## src/rtl/filter_channel_scheduler.sv

```systemverilog
// filter_channel_scheduler
// Shares one block filter engine among NUM_CH acquisition channels. Channel requests are
// round-robin arbitrated; each granted sample goes to the engine tagged with its channel and
// its first/last-of-block position. Engine results come back in order and are re-labelled
// with their channel from a small tag FIFO that holds one entry per outstanding block.
//
// Ports:
//   i_clk, i_reset          clock, asynchronous active-high reset
//   i_enable, i_flush       run enable; counter/tag-FIFO clear (taken in idle only)
//   i_ch_valid, i_ch_data   per-channel sample requests and packed samples
//   o_ch_ack                one-hot pulse: sample of that channel consumed
//   o_eng_*, i_eng_ready    sample handshake to the engine with channel/first/last tags
//   i_res_valid, i_res_data engine result strobe and value
//   o_out_*                 registered result labelled with its channel
//   o_busy, o_err_overrun   activity flag; sticky result-without-tag error
module filter_channel_scheduler #(
   parameter int unsigned NUM_CH    = 16,
   parameter int unsigned BLOCK_LEN = 25,
   parameter int unsigned DATA_W    = 16,
   parameter int unsigned TAG_DEPTH = 4
) (
   input  logic                        i_clk,
   input  logic                        i_reset,
   input  logic                        i_enable,
   input  logic                        i_flush,
   input  logic [NUM_CH-1:0]           i_ch_valid,
   input  logic [NUM_CH*DATA_W-1:0]    i_ch_data,
   output logic [NUM_CH-1:0]           o_ch_ack,
   output logic                        o_eng_valid,
   input  logic                        i_eng_ready,
   output logic [DATA_W-1:0]           o_eng_data,
   output logic [$clog2(NUM_CH)-1:0]   o_eng_ch,
   output logic                        o_eng_first,
   output logic                        o_eng_last,
   input  logic                        i_res_valid,
   input  logic [DATA_W-1:0]           i_res_data,
   output logic                        o_out_valid,
   output logic [$clog2(NUM_CH)-1:0]   o_out_ch,
   output logic [DATA_W-1:0]           o_out_data,
   output logic                        o_busy,
   output logic                        o_err_overrun
);

   localparam int unsigned CH_W  = $clog2(NUM_CH);
   localparam int unsigned PW    = $clog2(TAG_DEPTH);
   localparam int unsigned CNT_W = 5;

   typedef enum logic [1:0] {StIdle, StScan, StSend} state_t;

   state_t              r_state;
   logic [CH_W-1:0]     r_rr;
   logic [CH_W-1:0]     r_grant;
   logic [CNT_W-1:0]    r_cnt [NUM_CH];
   logic [DATA_W-1:0]   r_eng_data;
   logic [NUM_CH-1:0]   r_ch_ack;
   logic [CH_W-1:0]     r_tag [TAG_DEPTH];
   logic [PW-1:0]       r_wp;
   logic [PW-1:0]       r_rp;
   logic [PW:0]         r_fill;
   logic                r_out_valid;
   logic [CH_W-1:0]     r_out_ch;
   logic [DATA_W-1:0]   r_out_data;
   logic                r_err;

   logic                w_send, w_first, w_last;
   logic                w_empty, w_full, w_pop, w_push;
   logic                w_eng_valid, w_hs, w_flush;
   logic                w_any;
   logic [CH_W-1:0]     w_gnt;
   logic [CH_W-1:0]     w_idx;
   logic [DATA_W-1:0]   w_gnt_data;

   assign w_send  = (r_state == StSend);
   assign w_first = w_send && (r_cnt[r_grant] == '0);
   assign w_last  = w_send && (r_cnt[r_grant] == CNT_W'(BLOCK_LEN - 1));
   assign w_empty = (r_fill == '0);
   assign w_full  = (r_fill == (PW + 1)'(TAG_DEPTH));
   assign w_pop   = i_res_valid && !w_empty;
   // A LAST needs a free tag slot; a pop in the same cycle frees one.
   assign w_eng_valid = w_send && !(w_last && w_full && !w_pop);
   assign w_hs    = w_eng_valid && i_eng_ready;
   assign w_push  = w_hs && w_last;
   assign w_flush = (r_state == StIdle) && i_flush;

   // First requesting channel at or after the round-robin pointer.
   always_comb begin
      w_any = 1'b0;
      w_gnt = '0;
      w_idx = '0;
      for (int unsigned i = 0; i < NUM_CH; i++) begin
         w_idx = r_rr + CH_W'(i);
         if (!w_any && i_ch_valid[w_idx]) begin
            w_any = 1'b1;
            w_gnt = w_idx;
         end
      end
   end

   always_comb begin
      w_gnt_data = '0;
      for (int unsigned k = 0; k < NUM_CH; k++) begin
         if (CH_W'(k) == w_gnt) w_gnt_data = i_ch_data[k*DATA_W +: DATA_W];
      end
   end

   always_ff @(posedge i_clk or posedge i_reset) begin
      if (i_reset) begin
         r_state    <= StIdle;
         r_rr       <= '0;
         r_grant    <= '0;
         r_eng_data <= '0;
         r_ch_ack   <= '0;
         for (int i = 0; i < NUM_CH; i++) r_cnt[i] <= '0;
      end else begin
         r_ch_ack <= '0;
         case (r_state)
            StIdle: begin
               if (i_flush) begin
                  for (int i = 0; i < NUM_CH; i++) r_cnt[i] <= '0;
               end
               if (i_enable) r_state <= StScan;
            end
            StScan: begin
               if (!i_enable) begin
                  r_state <= StIdle;
               end else if (w_any) begin
                  r_grant    <= w_gnt;
                  r_eng_data <= w_gnt_data;
                  r_ch_ack   <= NUM_CH'(1) << w_gnt;
                  r_rr       <= w_gnt + 1'b1;
                  r_state    <= StSend;
               end
            end
            StSend: begin
               if (w_hs) begin
                  r_cnt[r_grant] <= w_last ? '0 : r_cnt[r_grant] + 1'b1;
                  r_state        <= i_enable ? StScan : StIdle;
               end
            end
            default: r_state <= StIdle;
         endcase
      end
   end

   // Tag FIFO: channel of each completed block awaiting its result.
   always_ff @(posedge i_clk or posedge i_reset) begin
      if (i_reset) begin
         r_wp   <= '0;
         r_rp   <= '0;
         r_fill <= '0;
         for (int i = 0; i < TAG_DEPTH; i++) r_tag[i] <= '0;
      end else if (w_flush) begin
         r_wp   <= '0;
         r_rp   <= '0;
         r_fill <= '0;
      end else begin
         if (w_push) begin
            r_tag[r_wp] <= r_grant;
            r_wp        <= r_wp + 1'b1;
         end
         if (w_pop) r_rp <= r_rp + 1'b1;
         case ({w_push, w_pop})
            2'b10:   r_fill <= r_fill + 1'b1;
            2'b01:   r_fill <= r_fill - 1'b1;
            default: r_fill <= r_fill;
         endcase
      end
   end

   always_ff @(posedge i_clk or posedge i_reset) begin
      if (i_reset) begin
         r_out_valid <= 1'b0;
         r_out_ch    <= '0;
         r_out_data  <= '0;
         r_err       <= 1'b0;
      end else begin
         r_out_valid <= w_pop;
         if (w_pop) begin
            r_out_ch   <= r_tag[r_rp];
            r_out_data <= i_res_data;
         end
         if (i_res_valid && w_empty) r_err <= 1'b1;
      end
   end

   assign o_ch_ack      = r_ch_ack;
   assign o_eng_valid   = w_eng_valid;
   assign o_eng_data    = r_eng_data;
   assign o_eng_ch      = r_grant;
   assign o_eng_first   = w_first;
   assign o_eng_last    = w_last;
   assign o_out_valid   = r_out_valid;
   assign o_out_ch      = r_out_ch;
   assign o_out_data    = r_out_data;
   assign o_busy        = (r_state != StIdle) || !w_empty;
   assign o_err_overrun = r_err;

endmodule

```

## config.mk

```make
export PLATFORM = sky130hd
export DESIGN_NAME = filter_channel_scheduler
export DESIGN_NICKNAME = d
export VERILOG_FILES = /design/src/rtl/filter_channel_scheduler.sv
export SDC_FILE = /design/constraint.sdc
export NUM_CORES = 1
export LEC_CHECK = 0
export CORE_UTILIZATION = 45
export DETAILED_ROUTE_END_ITERATION = 8
export GPL_ROUTABILITY_DRIVEN = 0
export MAX_ROUTING_LAYER = met4
export PLACE_DENSITY = 0.76
export SLEW_MARGIN = 20
export SYNTH_ARGS = -nofsm -noshare
export SYNTH_HDL_FRONTEND = slang
export SYNTH_SLANG_ARGS = --single-unit
```

## constraint.sdc

```tcl
create_clock -name i_clk -period 11.3 [get_ports i_clk]
set_input_delay 2.26 -clock i_clk [delete_from_list [all_inputs] [get_ports i_clk]]
set_output_delay 2.26 -clock i_clk [all_outputs]
set_load 0.005 [all_outputs]
```

Yosys cells after proc, flatten, opt, wreduce, memory -nomap -nowiden
Cells that the tools add are included.

word-level totals
  output and inout bits = 62
  logic and storage cells = 274
  register bits = 167

cells by class
  shifts and indexed selects = 1
  order comparisons = 21
  reductions and logical operators = 59
  bitwise gates (word level) = 4
  eq/ne operators = 25
  mux-type cells = 111
  $add $sub $neg = 21

operators with widths
  kind                    number
  $mux W16                19
  $mux W80                2
  $pmux W80 S2            1
  $bwmux W80              1
  $lt A4 B5 Y1 const B    16
  $mux W4                 19
  $bmux W1 S4             16
  $mux W1                 33
  $add A4 B4 Y4 const B   8
  $eq A4 B4 Y1 const A    8
  $logic_and A1 B1 Y1     27
  $bmux W5 S4             1
  $demux W5 S4            1
  $mux W5                 4
  $logic_not A1 Y1        18
  $add A4 B3 Y4 const B   4
  $bwmux W16              1
  $eq A3 B4 Y1 const A    4
  $mux W2                 8
  $shl A1 B4 Y16 const A  1
  $reduce_and A3 Y1       3
  $add A4 B1 Y4 const B   2
  $add A4 B2 Y4 const B   2
  $bmux W4 S2             1
  other kinds (32)        42

Depth between registers and ports, before layout
  depth in word-level cells = 65
  mapped depth = 33

Worst setup path before layout
OpenSTA, ideal clock, no wires.

  path type = input to register
  from = input port i_ch_valid[7]
  to = register r_eng_data[1], in the netlist o_eng_data[1]
  stages on the path = 18
  setup slack = 4.881 ns
  setup time = 0.131 ns
  buffers on the path = 4
  required time = 11.169 ns
  arrival = 6.288 ns
  path through = mux4_2 mux2i_2 and2b_1 o211ai_1 a21o_1 nand4bb_1 or3_1 a31oi_1 a21oi_1 o21ai_0 ha_1 clkbuf_1 buf_1 clkbuf_1 clkbuf_1 o21ai_0 o311ai_1 a31oi_1

on the way
  cells in the longest elaborated chain, start to end = 65

ends and longest elaborated chain
  what                           line  source
  from (decl)                    26    input logic [NUM_CH-1:0] i_ch_valid,
  $bmux W1 S4                    92    if (!w_any && i_ch_valid[w_idx]) begin
  $mux W1 (not written as such)  92
  $mux W1                        92
  $logic_not A1 Y1               92
  $logic_and A1 B1 Y1            92
  $mux W1                        92
  $logic_not A1 Y1               92
  $logic_and A1 B1 Y1            92
  (+36 left out)                 -
  $mux W1                        92
  $logic_not A1 Y1               92
  $logic_and A1 B1 Y1            92
  $mux W4 (*)                    92
  named net w_gnt[1]             69    logic [CH_W-1:0] w_gnt;
  $logic_not A4 Y1               102   if (CH_W'(k) == w_gnt) w_gnt_data = i_ch_data[k*DATA_W +: DATA_W];
  $mux W16 (15 in series)        102
  $mux W16 (*)                   102
  to (signal assigned)           128   r_eng_data <= w_gnt_data;
  to (decl)                      54    logic [DATA_W-1:0] r_eng_data;

Mark *: on every way through the listed nets, which the timed path passes. The rest lies on a longest branch. The select of a mux whose other input is x is not followed.
A chain may end at the register's enable or synchronous reset.

Worst setup path in the final report
  from = input port i_ch_valid[7]
  to = register r_eng_data[3], in the netlist o_eng_data[3]

Same word-level chain as after synthesis.

==> flow_summary_export.csv <==
group,metric,value,unit
run_status,result_of_the_run,"finished, final reports clean",
setup_path,reg2reg_depth,28,
clocking,post_cts_buffers,0,
sta,grt_setup_unrepaired,"no",
sta,minimum_period_implied_by_the_final_worst_setup_slack,8.12,ns
setup_path,timing.critical_path.from,"i_ch_valid[7]",
layout,area.growth.synth_to_final,34.2,%
sta,setup_viol_count_final,0,
power_and_ir_drop,power.switching,3500,uW
die,floorplan.initialDensity,0.457,
setup_path,critical_path_arrival,8.46,ns
power_and_ir_drop,seq_power_share,0.122,
clocking,cts_hold_buf,0,
synthesis,synthTopCellsByCount,"sky130_fd_sc_hd__nand2_1, sky130_fd_sc_hd__dfrtp_1, sky130_fd_sc_hd__nor2_1",
setup_path,critPathMaxStageDelay,0.57,ns
global_route,antenna_violations_before_repair,4,
place,port_buffers,355,
setup_path,number_of_stages_on_the_worst_setup_path,26,
synthesis,synth_top_area_cell,"sky130_fd_sc_hd__dfrtp_1",
clocking,cts.clk_slew.worst_paths,0.06,ns
synthesis,synth_enable_flop_cells,0,
setup_path,endpoint,"o_eng_data[3]",
routing,route.detailed.vias_per_inst,6.25,
sta,timing.slew.headroom,0.337,
synthesis,ys_ff_latch,167,
sta,timing.clock.skew,0.0105,ns
setup_path,worstReg2RegEnd,"o_eng_data[3]",
die,floorplan.io_pins,356,
die,die-height,170,um
synthesis,syn_area,0.0127,sq mm
routing,drt-total-wl,48.0,mm
routing,first_iter_violations,1457,
setup_path,endpoint_kind,"flip-flop",
global_route,grt-ovfl-total,0,
routing,via_count,13300,
clocking,cts-buffers-inserted,17,
sta,final-hold-violation-count,0,
die,floorplan.die_area,0.0289,sq mm
setup_path,setup.worst_path.start_class,"input port",
setup_path,path_class,"in2reg",
place,dp.final_hpwl,35.5,mm
routing,drt.antenna.violating_nets,0,
synthesis,synth_sequential_area_ratio,0.329,
sta,fin_tns_setup,0,ns
sta,report.final.slew_viol_count,0,
power_and_ir_drop,internal_power,2850,uW
power_and_ir_drop,switching_share,0.551,
clocking,cts.htree.levels,4,
power_and_ir_drop,power_per_cell_area,372,mW/mm^2
setup_path,worst-r2r-setup-slack,3.43,ns
routing,first_pass_detailed_route_iteration_total,6,
sta,worst_pin_slew,0.990,ns
layout,finalNonFillerCells,2122,
synthesis,most_area_consuming_cells_after_synthesis,"sky130_fd_sc_hd__dfrtp_1, sky130_fd_sc_hd__mux4_2, sky130_fd_sc_hd__nand2_1",
power_and_ir_drop,clock_power_share,0.098,
place,post-place-cells,2086,
run,maxCapViolCount,0,
layout,fillerInstances,2364,
die,core_area,0.0278,sq mm
layout,post_route_cells_drive_above_1_share,0.106,
setup_path,crit_top_cell,"sky130_fd_sc_hd__a21oi_1",
global_route,maximum_number_of_pins_on_one_net_before_global_route_repair,101,
clocking,cts.path.max_buffers,2,
die,die_w,170,um
routing,route.detailed.drc,0,
setup_path,cp_max_fo,75,
setup_path,timing.critical_path.buf_inv,5,
die,row_count,61,
routing,wl_per_cell,22.6,um
power_and_ir_drop,max-vdd-ir-drop,361,uV
global_route,first_global_vias,12700,
clocking,ctsRootBufferMaster,"sky130_fd_sc_hd__clkbuf_16",
clocking,skew_pair_late_insertion_delay,0.43,ns
clocking,tritoncts,"built",
power_and_ir_drop,power.combinational.fraction,0.781,
setup_path,critPathSlowestCell,"sky130_fd_sc_hd__clkdlybuf4s50_1",
synthesis,postSynth.topFlopCell,"sky130_fd_sc_hd__dfrtp_1",
synthesis,synthesis.yosys.warnings,0,
setup_path,worst_ep_required_time,11.64,ns
synthesis,postSynthAreaPerCell,8.80,sq um
global_route,wire_length_of_the_first_global_routing_pass,73.0,mm
layout,finalNetCount,2041,
setup_path,crit-reg2reg-launch,"r_rr[2]",
power_and_ir_drop,power.leakage,0.00693,uW
sta,layout_worst_path_cycle_share,0.719,
synthesis,most_frequent_cell_after_synthesis,"sky130_fd_sc_hd__nand2_1",
synthesis,synthArstFlopShare,1.00,
clocking,cts_resized,0,
synthesis,yosys.area.top_type_share,0.329,
synthesis,netlist-cell-type-count,85,
sta,fmax,0.123,GHz
global_route,tot_gr_track_use,0.340,
setup_path,cp_top_family,"compound AO/OA/AOI/OAI gates",
min_path,hold_path.class,"reg2reg",
synthesis,synth_nets,1758,
clocking,cts.sinks,167,
synthesis,syn-instance-count,1444,
[metrics by stage]
| stage | worst slack, ns | total power, uW | utilization | hold slack (ns) | instance area, sq um |
|---|---|---|---|---|---|
| 6_report | 3.18 | 6350 | 0.614 | 0.456 | 17100 |
| 5_1_grt | 2.71 | 6790 | 0.614 | 0.483 | 17100 |
| 4_1_cts | 3.33 | 6250 | 0.613 | 0.458 | 17000 |
| 3_5_place_dp | 2.90 | 5610 | 0.590 | 0.446 | 16400 |
| 3_3_place_gp | 3.03 | 5550 | 0.590 | 0.440 | 16400 |
| 2_1_floorplan | 4.52 | 4260 | - | 0.443 | 12700 |
[logic make-up after synthesis]
logic type	Yosys count	synth area share
AOI/OAI and AO/OA	423	0.230
DFF	167	0.329
and+or+nand+nor	526	0.186
xor gates and xnor gates	20	0.0156
buffers and inverters	162	0.0566
adders and majority gates	20	0.0203
muxes	126	0.162
[power groups by stage]
stage	clock [uW]	combinational, uW	sequential (uW)
floorplan	0	3490	763
global placement	0	4770	776
detailed placement	0	4830	781
CTS	627	4850	771
global route	652	5360	783
finish	620	4960	771
[state kept, by name, summed over array words and instances (netlist names)]
name	count
o_ch_ack	16
o_eng_ch	4
o_eng_data	16
o_err_overrun	1
o_out_ch	4
o_out_data	16
o_out_valid	1
r_cnt	80
r_fill	3
r_rp	2
r_rr	4
r_state	2
r_tag	16
r_wp	2
[worst min path at each step]
stage	start	endpoint	slack [ns]	depth (start not counted)
floorplan	r_cnt[24]	r_cnt[24]	0.44	2
global placement	o_err_overrun	o_err_overrun	0.44	1
detailed placement	o_err_overrun	o_err_overrun	0.45	1
CTS	o_err_overrun	o_err_overrun	0.46	1
global route	o_out_data[15]	o_out_data[15]	0.48	2
finish	o_err_overrun	o_err_overrun	0.46	1
[layout make-up]
class	count	area (sq um)	area share
inverters	45	176	0.0103
clock inverters	12	164	0.00961
diodes	4	10.0	0.000587
well taps	378	473	0.0277
multi-input cells	1115	7830	0.459
flip-flops and latches	167	4180	0.245
repair buffers	381	3750	0.220
clock buffers	20	467	0.0274
[routing by layer]
layer,wire [um],share of wire,track usage,up-vias
met5,0,0,-,-
met4,1890,0.039,0.144,0
met3,4230,0.088,0.0651,132
met2,22800,0.48,0.533,847
met1,19000,0.40,0.430,6356
li1,-,-,-,5926
[cell usage in the layout, fill, tap and decap left out, types with 26 or more instances in the layout]
cell and n:
sky130_fd_sc_hd__and3_1 32, sky130_fd_sc_hd__buf_4 26, sky130_fd_sc_hd__mux4_2 60, sky130_fd_sc_hd__o21ai_0 109, sky130_fd_sc_hd__nor2_1 137, sky130_fd_sc_hd__inv_1 40
sky130_fd_sc_hd__clkdlybuf4s50_1 355, sky130_fd_sc_hd__dfrtp_1 167, sky130_fd_sc_hd__mux2_2 31, sky130_fd_sc_hd__a21oi_1 68, sky130_fd_sc_hd__mux2i_1 33, sky130_fd_sc_hd__nand2_1 223
sky130_fd_sc_hd__a22o_1 51
[worst reg2reg max path: cells and delay by family, from the launching register on]
family / cells / cell delay (ns)
AO/OA/AOI/OAI: 12 / 2.60
adder cells (fa/ha/maj): 2 / 1.17
buffers and inverters: 6 / 1.85
flip-flops: 1 / 0.32
multiplexers: 1 / 0.43
AND/OR/NAND/NOR: 7 / 1.41
Power figures use the tool's default switching activity.
